[config.mk]
export PLATFORM = sky130hd
export DESIGN_NAME = fifo_wr_arbiter
export DESIGN_NICKNAME = d
export VERILOG_FILES = /design/src/rtl/fifo_wr_arbiter.sv
export SDC_FILE = /design/constraint.sdc
export NUM_CORES = 1
export LEC_CHECK = 0
export BUFFER_PORTS_ARGS = -buffer_cell sky130_fd_sc_hd__buf_2
export CORE_ASPECT_RATIO = 1.75
export CORE_MARGIN = 2
export CORE_UTILIZATION = 33
export DETAILED_ROUTE_END_ITERATION = 6
export HOLD_SLACK_MARGIN = 0.1
export SYNTH_ARGS = -nofsm -noshare
export SYNTH_HDL_FRONTEND = slang
export SYNTH_SLANG_ARGS = --single-unit
export TNS_END_PERCENT = 20
[constraint.sdc]
create_clock -name CLK -period 2.4 [get_ports CLK]
set_clock_uncertainty 0.2 [all_clocks]
set_input_delay 0.6 -clock CLK [delete_from_list [all_inputs] [get_ports CLK]]
set_output_delay 0.6 -clock CLK [all_outputs]
set_load 0.03 [all_outputs]
[src/rtl/fifo_wr_arbiter.sv]
// fifo_wr_arbiter
//   Shares the single async-FIFO write port between two producers: ALU results
//   (ALU_WIDTH bits, sent as two bytes, low byte first) and RegFile read data
//   (one byte). Each producer owns a one-entry holding register. A small FSM
//   drains one granted frame at a time, stalling on FIFO_FULL, so frames are
//   never interleaved and a captured frame is never lost.
//
//   Configuration macro: FIXED_PRIO_EN
//     undefined : when both holders are pending, round-robin arbitration; the
//                 pointer remembers the winner of the last contended grant.
//     defined   : when both holders are pending, ALU always wins (REG may starve).
module fifo_wr_arbiter #(
  parameter int BUS_WIDTH = 8,
  parameter int ALU_WIDTH = 2 * BUS_WIDTH
) (
  input  logic                 CLK,
  input  logic                 RST,
  input  logic [ALU_WIDTH-1:0] ALU_OUT,
  input  logic                 ALU_VLD,
  output logic                 ALU_RDY,
  input  logic [BUS_WIDTH-1:0] RD_DATA,
  input  logic                 RD_VLD,
  output logic                 RD_RDY,
  input  logic                 FIFO_FULL,
  output logic [BUS_WIDTH-1:0] WR_DATA,
  output logic                 WR_INC,
  output logic                 BUSY,
  output logic                 OVERRUN
);

  typedef enum logic [1:0] {
    ST_IDLE    = 2'd0,
    ST_SEND_LO = 2'd1,
    ST_SEND_HI = 2'd2,
    ST_SEND_RD = 2'd3
  } state_t;

  state_t                 state_q,    state_d;
  logic                   alu_vld_q,  alu_vld_d;
  logic [ALU_WIDTH-1:0]   alu_data_q, alu_data_d;
  logic                   reg_vld_q,  reg_vld_d;
  logic [BUS_WIDTH-1:0]   reg_data_q, reg_data_d;
  logic                   overrun_q,  overrun_d;

  logic                   free_alu;
  logic                   free_reg;
  logic                   alu_capture;
  logic                   reg_capture;
  logic                   wr_inc_c;
  logic [BUS_WIDTH-1:0]   wr_data_c;

`ifndef FIXED_PRIO_EN
  // rr_ptr holds the winner of the most recent contended grant.
  localparam logic RR_REG = 1'b0;
  localparam logic RR_ALU = 1'b1;
  logic rr_ptr_q, rr_ptr_d;
`endif

  // Frame sequencing, arbitration and the FIFO write port.
  always_comb begin
    state_d   = state_q;
    wr_inc_c  = 1'b0;
    wr_data_c = '0;
    free_alu  = 1'b0;
    free_reg  = 1'b0;
`ifndef FIXED_PRIO_EN
    rr_ptr_d  = rr_ptr_q;
`endif
    case (state_q)
      ST_IDLE: begin
        if (alu_vld_q && reg_vld_q) begin
`ifdef FIXED_PRIO_EN
          state_d = ST_SEND_LO;
`else
          if (rr_ptr_q == RR_ALU) begin
            state_d  = ST_SEND_RD;
            rr_ptr_d = RR_REG;
          end else begin
            state_d  = ST_SEND_LO;
            rr_ptr_d = RR_ALU;
          end
`endif
        end else if (alu_vld_q) begin
          state_d = ST_SEND_LO;
        end else if (reg_vld_q) begin
          state_d = ST_SEND_RD;
        end else begin
          state_d = ST_IDLE;
        end
      end
      ST_SEND_LO: begin
        wr_data_c = alu_data_q[BUS_WIDTH-1:0];
        wr_inc_c  = !FIFO_FULL;
        if (!FIFO_FULL) begin
          state_d = ST_SEND_HI;
        end else begin
          state_d = ST_SEND_LO;
        end
      end
      ST_SEND_HI: begin
        wr_data_c = alu_data_q[ALU_WIDTH-1:BUS_WIDTH];
        wr_inc_c  = !FIFO_FULL;
        if (!FIFO_FULL) begin
          state_d  = ST_IDLE;
          free_alu = 1'b1;
        end else begin
          state_d = ST_SEND_HI;
        end
      end
      ST_SEND_RD: begin
        wr_data_c = reg_data_q;
        wr_inc_c  = !FIFO_FULL;
        if (!FIFO_FULL) begin
          state_d  = ST_IDLE;
          free_reg = 1'b1;
        end else begin
          state_d = ST_SEND_RD;
        end
      end
      default: begin
        state_d = ST_IDLE;
      end
    endcase
  end

  // Holder capture/free and overrun detection; a full holder ignores new data.
  always_comb begin
    alu_capture = ALU_VLD && !alu_vld_q;
    reg_capture = RD_VLD && !reg_vld_q;

    if (alu_capture) begin
      alu_vld_d  = 1'b1;
      alu_data_d = ALU_OUT;
    end else if (free_alu) begin
      alu_vld_d  = 1'b0;
      alu_data_d = alu_data_q;
    end else begin
      alu_vld_d  = alu_vld_q;
      alu_data_d = alu_data_q;
    end

    if (reg_capture) begin
      reg_vld_d  = 1'b1;
      reg_data_d = RD_DATA;
    end else if (free_reg) begin
      reg_vld_d  = 1'b0;
      reg_data_d = reg_data_q;
    end else begin
      reg_vld_d  = reg_vld_q;
      reg_data_d = reg_data_q;
    end

    overrun_d = (ALU_VLD && alu_vld_q) || (RD_VLD && reg_vld_q);
  end

  // State register with synchronous reset; reset abandons any in-flight frame.
  always_ff @(posedge CLK) begin
    if (RST) begin
      state_q    <= ST_IDLE;
      alu_vld_q  <= 1'b0;
      alu_data_q <= '0;
      reg_vld_q  <= 1'b0;
      reg_data_q <= '0;
      overrun_q  <= 1'b0;
`ifndef FIXED_PRIO_EN
      rr_ptr_q   <= RR_REG;
`endif
    end else begin
      state_q    <= state_d;
      alu_vld_q  <= alu_vld_d;
      alu_data_q <= alu_data_d;
      reg_vld_q  <= reg_vld_d;
      reg_data_q <= reg_data_d;
      overrun_q  <= overrun_d;
`ifndef FIXED_PRIO_EN
      rr_ptr_q   <= rr_ptr_d;
`endif
    end
  end

  assign ALU_RDY = !alu_vld_q;
  assign RD_RDY  = !reg_vld_q;
  assign WR_INC  = wr_inc_c;
  assign WR_DATA = wr_data_c;
  assign BUSY    = alu_vld_q || reg_vld_q || (state_q != ST_IDLE);
  assign OVERRUN = overrun_q;

endmodule
=== Word level (Yosys, flattened, before mapping) ===
Index checks and enable logic that the tools add are counted.

* Bits in registers: 30
* Input port bits: 29

* Equal/unequal tests: 3
* Multiplexer cells: 18
* Reduce and logical (&&, ||, !) cells: 17

{| class="wikitable"
|+ Operators by type and width
! operator !! number
|-
| $pmux 8 s3 || 1
|-
| $mux 2 || 7
|-
| $mux 1 || 9
|-
| $pmux 2 s4 || 1
|-
| $reduce_bool 2->1 || 3
|-
| $logic_and 1x1->1 || 5
|-
| $eq 2x2->1 const B || 2
|-
| $logic_not 1->1 || 3
|-
| $logic_or 1x1->1 || 3
|-
| $reduce_or 3->1 || 1
|-
| $eq 2x1->1 const B || 1
|-
| $logic_not 2->1 || 1
|-
| $reduce_and 2->1 || 1
|}

=== Logic depth before layout (Yosys ltp) ===
* Word-level depth: 4
* Depth in mapped cells: 5

=== Worst setup path after synthesis ===
Ideal clock, no wire load.

* Path type: register -> output
* From: register state_q[1]
* To: output port WR_DATA[0]
* Arrival: 1.154 ns
* Required time: 1.600 ns
* Slack: 0.446 ns
* Cell stages (with the launch flop): 4
* Path buffers: 1
* Cell sequence: dfxtp_1 -> buf_2 -> mux2_2 -> a22o_1

* Longest elaborated chain between the ends: 2
* Elaborated cells on any way between the ends: 4
* Classes of those cells: eq/ne: 3; mux: 1

{| class="wikitable"
|+ RTL lines
! item !! RTL line !! source
|-
| start, declared || 38 || <nowiki>state_t state_q, state_d;</nowiki>
|-
| start signal, assigned || 169 || <nowiki>state_q <= state_d;</nowiki>
|-
| $eq 2x2->1 or $eq 2x1->1 (tied branches) || 69 || <nowiki>case (state_q)</nowiki>
|-
| $pmux 8 s3 * || 69 ||
|-
| end, declared || 25 || <nowiki>output logic [BUS_WIDTH-1:0] WR_DATA,</nowiki>
|}

Mark *: on every way between the ends. The rest lies on a longest branch, timed or not.

=== Worst setup path after layout ===
* From: register state_q[1]
* To: output port WR_DATA[5]

Same word-level chain as after synthesis.

==> summary.txt <==
Run status
  • Outcome: finished clean

Yosys
  • Post-synthesis compound-gate area fraction: ~17%
  • Largest family of logic cells by synthesized area: simple AND/OR/NAND/NOR gates
  • EDFF count, synth: 0
  • Post-Synthesis Cells: roughly 150
  • Mapped cell area: about 1300 um^2
  • Synth Area in Simple Gates: 18.1%
  • Yosys warnings: 0
  • Async set-reset flop share out of synthesis: 0%
  • Avg Inst Size Synth: between 9 and 10 um^2
  • Seq/Total Area, Yosys: 44.8%
  • Cell variety after synth: 25
  • Top FF cell, synth: dfxtp_1
  • Post-Synth Adder-Cell Area: 0%
  • Mux contribution to synthesized area: 12.7%
  • Post-Syn Nets: around 180
  • Register bit total from synthesis: 30
  • XOR/XNOR share of the synthesized area: 0.653%

Power
  • Clock Power Share: ~35%
  • Reg power frac: 47.1%
  • Pint: 0.854 mW
  • Switching pwr: around 0.34 mW
  • Net Sw Frac: between 20 and 30%
  • Comb power frac: 17.5%
  • Peak supply drop: 0.485 mV
  • Pwr Density: just over 700 nW/um^2
  • Cell leakage power: around 0.73 nW

Clock network
  • CTS sink cnt: 30
  • CTS tree: built
  • CTS root buf: clkbuf_8
  • Worst skew pair latency: about 0.28 ns
  • Clk slew on worst S/H paths: 0.06 ns
  • H-tree levels: 2
  • Num CTS Buffers: 5
  • Bufs on Longest Clock Path: 2

STA
  • Rel. slew slack: 55.7%
  • Post-Route Setup TNS: 0 ns
  • Worst Tran Pin Value: between 0.6 and 0.7 ns
  • Unrepaired setup endpoints after global routing: false
  • Hold Slack: between 0.2 and 0.3 ns
  • Max frequency: approximately 0.45 GHz
  • Setup ws final: 0.167 ns
  • Post-route minimum period: 2.23 ns
  • Final worst-path cycle share: between 90% and 100%
  • Fin. Hold Viols: 0
  • Final setup violation count: 0
  • Max-slew violations: 0

Global route
  • Congestion Overflow GR: 0
  • Gr usage total: about 15%
  • Vias in the first global route: between 1,000 and 1,500
  • Initial antenna violation count: 0
  • First-pass GRT wire length: approximately 5000 um
  • Pin count of the biggest net entering global routing: 31

Placement
  • Dpl ws: 0.228 ns
  • Final RePlAce weighted congestion: slightly above 0.8
  • Port Buffers: 41
  • DP HPWL: roughly 2200 um

Critical path
  • CP endpoint kind: output pin
  • WP data required: about 1.6 ns
  • Reg2reg setup slack: approximately 0.8 ns
  • Crit path DAT: 1.43 ns
  • R2r endpoint: alu_data_q[5]
  • CP max FO: 13
  • Worst reg-to-reg path cell count: 3
  • CP startpoint kind: flip-flop
  • Setup CP Type: reg2out
  • RR Startpoint: alu_vld_q

Floorplanning
  • FP Rows: 30
  • I/O Pins: 42
  • Area of the die: around 4600 um^2
  • Width of the die: 52.2 um
  • Die height: 88.3 um
  • Starting Density: between 30% and 40%
  • Core Region: 3900 um^2

Finish
  • Nets@finish: between 200 and 250
  • Area of the multi-input gates: roughly 650 um^2
  • Utilization of the core after routing: 42.7%
  • Fill cells: between 400 and 500
  • Reg area: between 600 and 700 um^2
  • Area added between synthesis and finish: 24.3%
  • Share of layout cells above drive strength 1: 38.7%
  • Ant diodes: 0

Route
  • WL met1: 1250 um
  • Metal3 WL: between 150 and 200 um
  • DR DRC count: 0
  • Via density: roughly 4.7
  • DR iter-0 viols: 7
  • Total number of vias: 1,133
  • Drt total wl: between 3000 and 4000 um
  • DR WL/cell: about 13 um
  • DR pass1 iterations: 4
  • Top Metal Used: met4
  • Final ANT Viol Nets: 0
  • Met2 Wirelength: 1500 um

Job
  • MaxCap Viol Count: 0

Min path
  • Type of the worst min-delay path: reg2reg
  • Cells on Worst Hold Path: 2
  • Worst Hold Endpoint: alu_data_q[1]
  • Worst Hold Launch: alu_data_q[1]
metrics by stage:
step | cells | power [mW] | cell area, um^2
floorplan | 148 | 0.720 | 1340
global placement | 231 | 0.784 | 1570
detailed placement | 231 | 0.785 | 1570
CTS | 239 | 1.22 | 1660
global route | 239 | 1.27 | 1670
finish | 239 | 1.20 | 1670
worst max-delay path: stages, from the launching register on:
cell     delay (ns)
dfxtp_4        0.43
mux2_2         0.37
a22o_1         0.17
buf_2          0.17
state kept, by name (all words and copies together), names as in the netlist:
signal,cells
OVERRUN,1
reg_data_q,8
rr_ptr_q,1
state_q,2
alu_data_q,16
alu_vld_q,1
reg_vld_q,1
layout by cell type, fill, tap and decap left out, types with 2 or more instances in the layout:
cell type  instances
buf_2             41
nand2_1           33
dfxtp_1           29
nor2_1            14
a21oi_2           10
mux2_2             8
a22o_1             8
mux2i_1            8
a21oi_1            7
clkbuf_8           6
nor2b_1            5
buf_4              5
inv_1              3
a311oi_1           2
nand2b_1           2
power groups by stage:
stage	logic [mW]	registers [mW]	clock network [mW]
2_1_floorplan	0.160	0.560	0
3_3_place_gp	0.210	0.574	0
3_5_place_dp	0.211	0.575	0
4_1_cts	0.212	0.563	0.443
5_1_grt	0.230	0.569	0.467
6_report	0.209	0.564	0.423
cells by family after synthesis:
logic type,Yosys count
compound gates,30
xor+xnor,1
buf+inv,14
flops,30
mux,16
simple gates,57
worst max path at each step:
stage,start,endpoint,slack (ns),depth (start not counted)
floorplan,state_q[1],WR_DATA[0],0.45,3
global placement,state_q[1],WR_DATA[5],0.24,3
detailed placement,state_q[1],WR_DATA[5],0.23,3
CTS,state_q[1],WR_DATA[5],0.08,3
global route,state_q[1],WR_DATA[4],0.07,4
finish,state_q[1],WR_DATA[5],0.17,3
cell usage after synthesis (2+ instances only):
| cell | number | area (um^2) |
|---|---|---|
| nor2_1 | 14 | 52.6 |
| a311oi_1 | 2 | 17.5 |
| nor2b_1 | 5 | 31.3 |
| buf_2 | 2 | 10.0 |
| nand2b_1 | 2 | 12.5 |
| a21oi_2 | 10 | 87.6 |
| mux2i_1 | 8 | 80.1 |
| mux2_2 | 8 | 90.1 |
| a22o_1 | 8 | 70.1 |
| clkbuf_1 | 4 | 15.0 |
| inv_1 | 3 | 11.3 |
| a21oi_1 | 7 | 35.0 |
| dfxtp_1 | 30 | 601 |
| nand2_1 | 33 | 124 |
| buf_4 | 2 | 15.0 |
routing by layer:
layer  GRT usage [%]  vias to the layer above
met4            11.7                        0
met1            16.3                      505
met3            4.39                       11
met2            23.9                       37
li1                -                      580
met5               0                        -
timing repair:
item	in CTS	in global routing
hold buffers	0	0
setup endpoints to repair	8	1
endpoints found under the hold margin	0	0
setup buffers	0	0
resized for setup	1	1
layout make-up:
| class | count | area share, % |
|---|---|---|
| well taps | 48 | 3.60 |
| inverters | 3 | 0.676 |
| clock buffers | 6 | 4.95 |
| clock inverters | 2 | 0.751 |
| repair buffers | 46 | 14.6 |
| multi-input cells | 104 | 39.2 |
| flip-flops and latches | 30 | 36.3 |
Note: power is estimated with default switching activity, not from simulation.
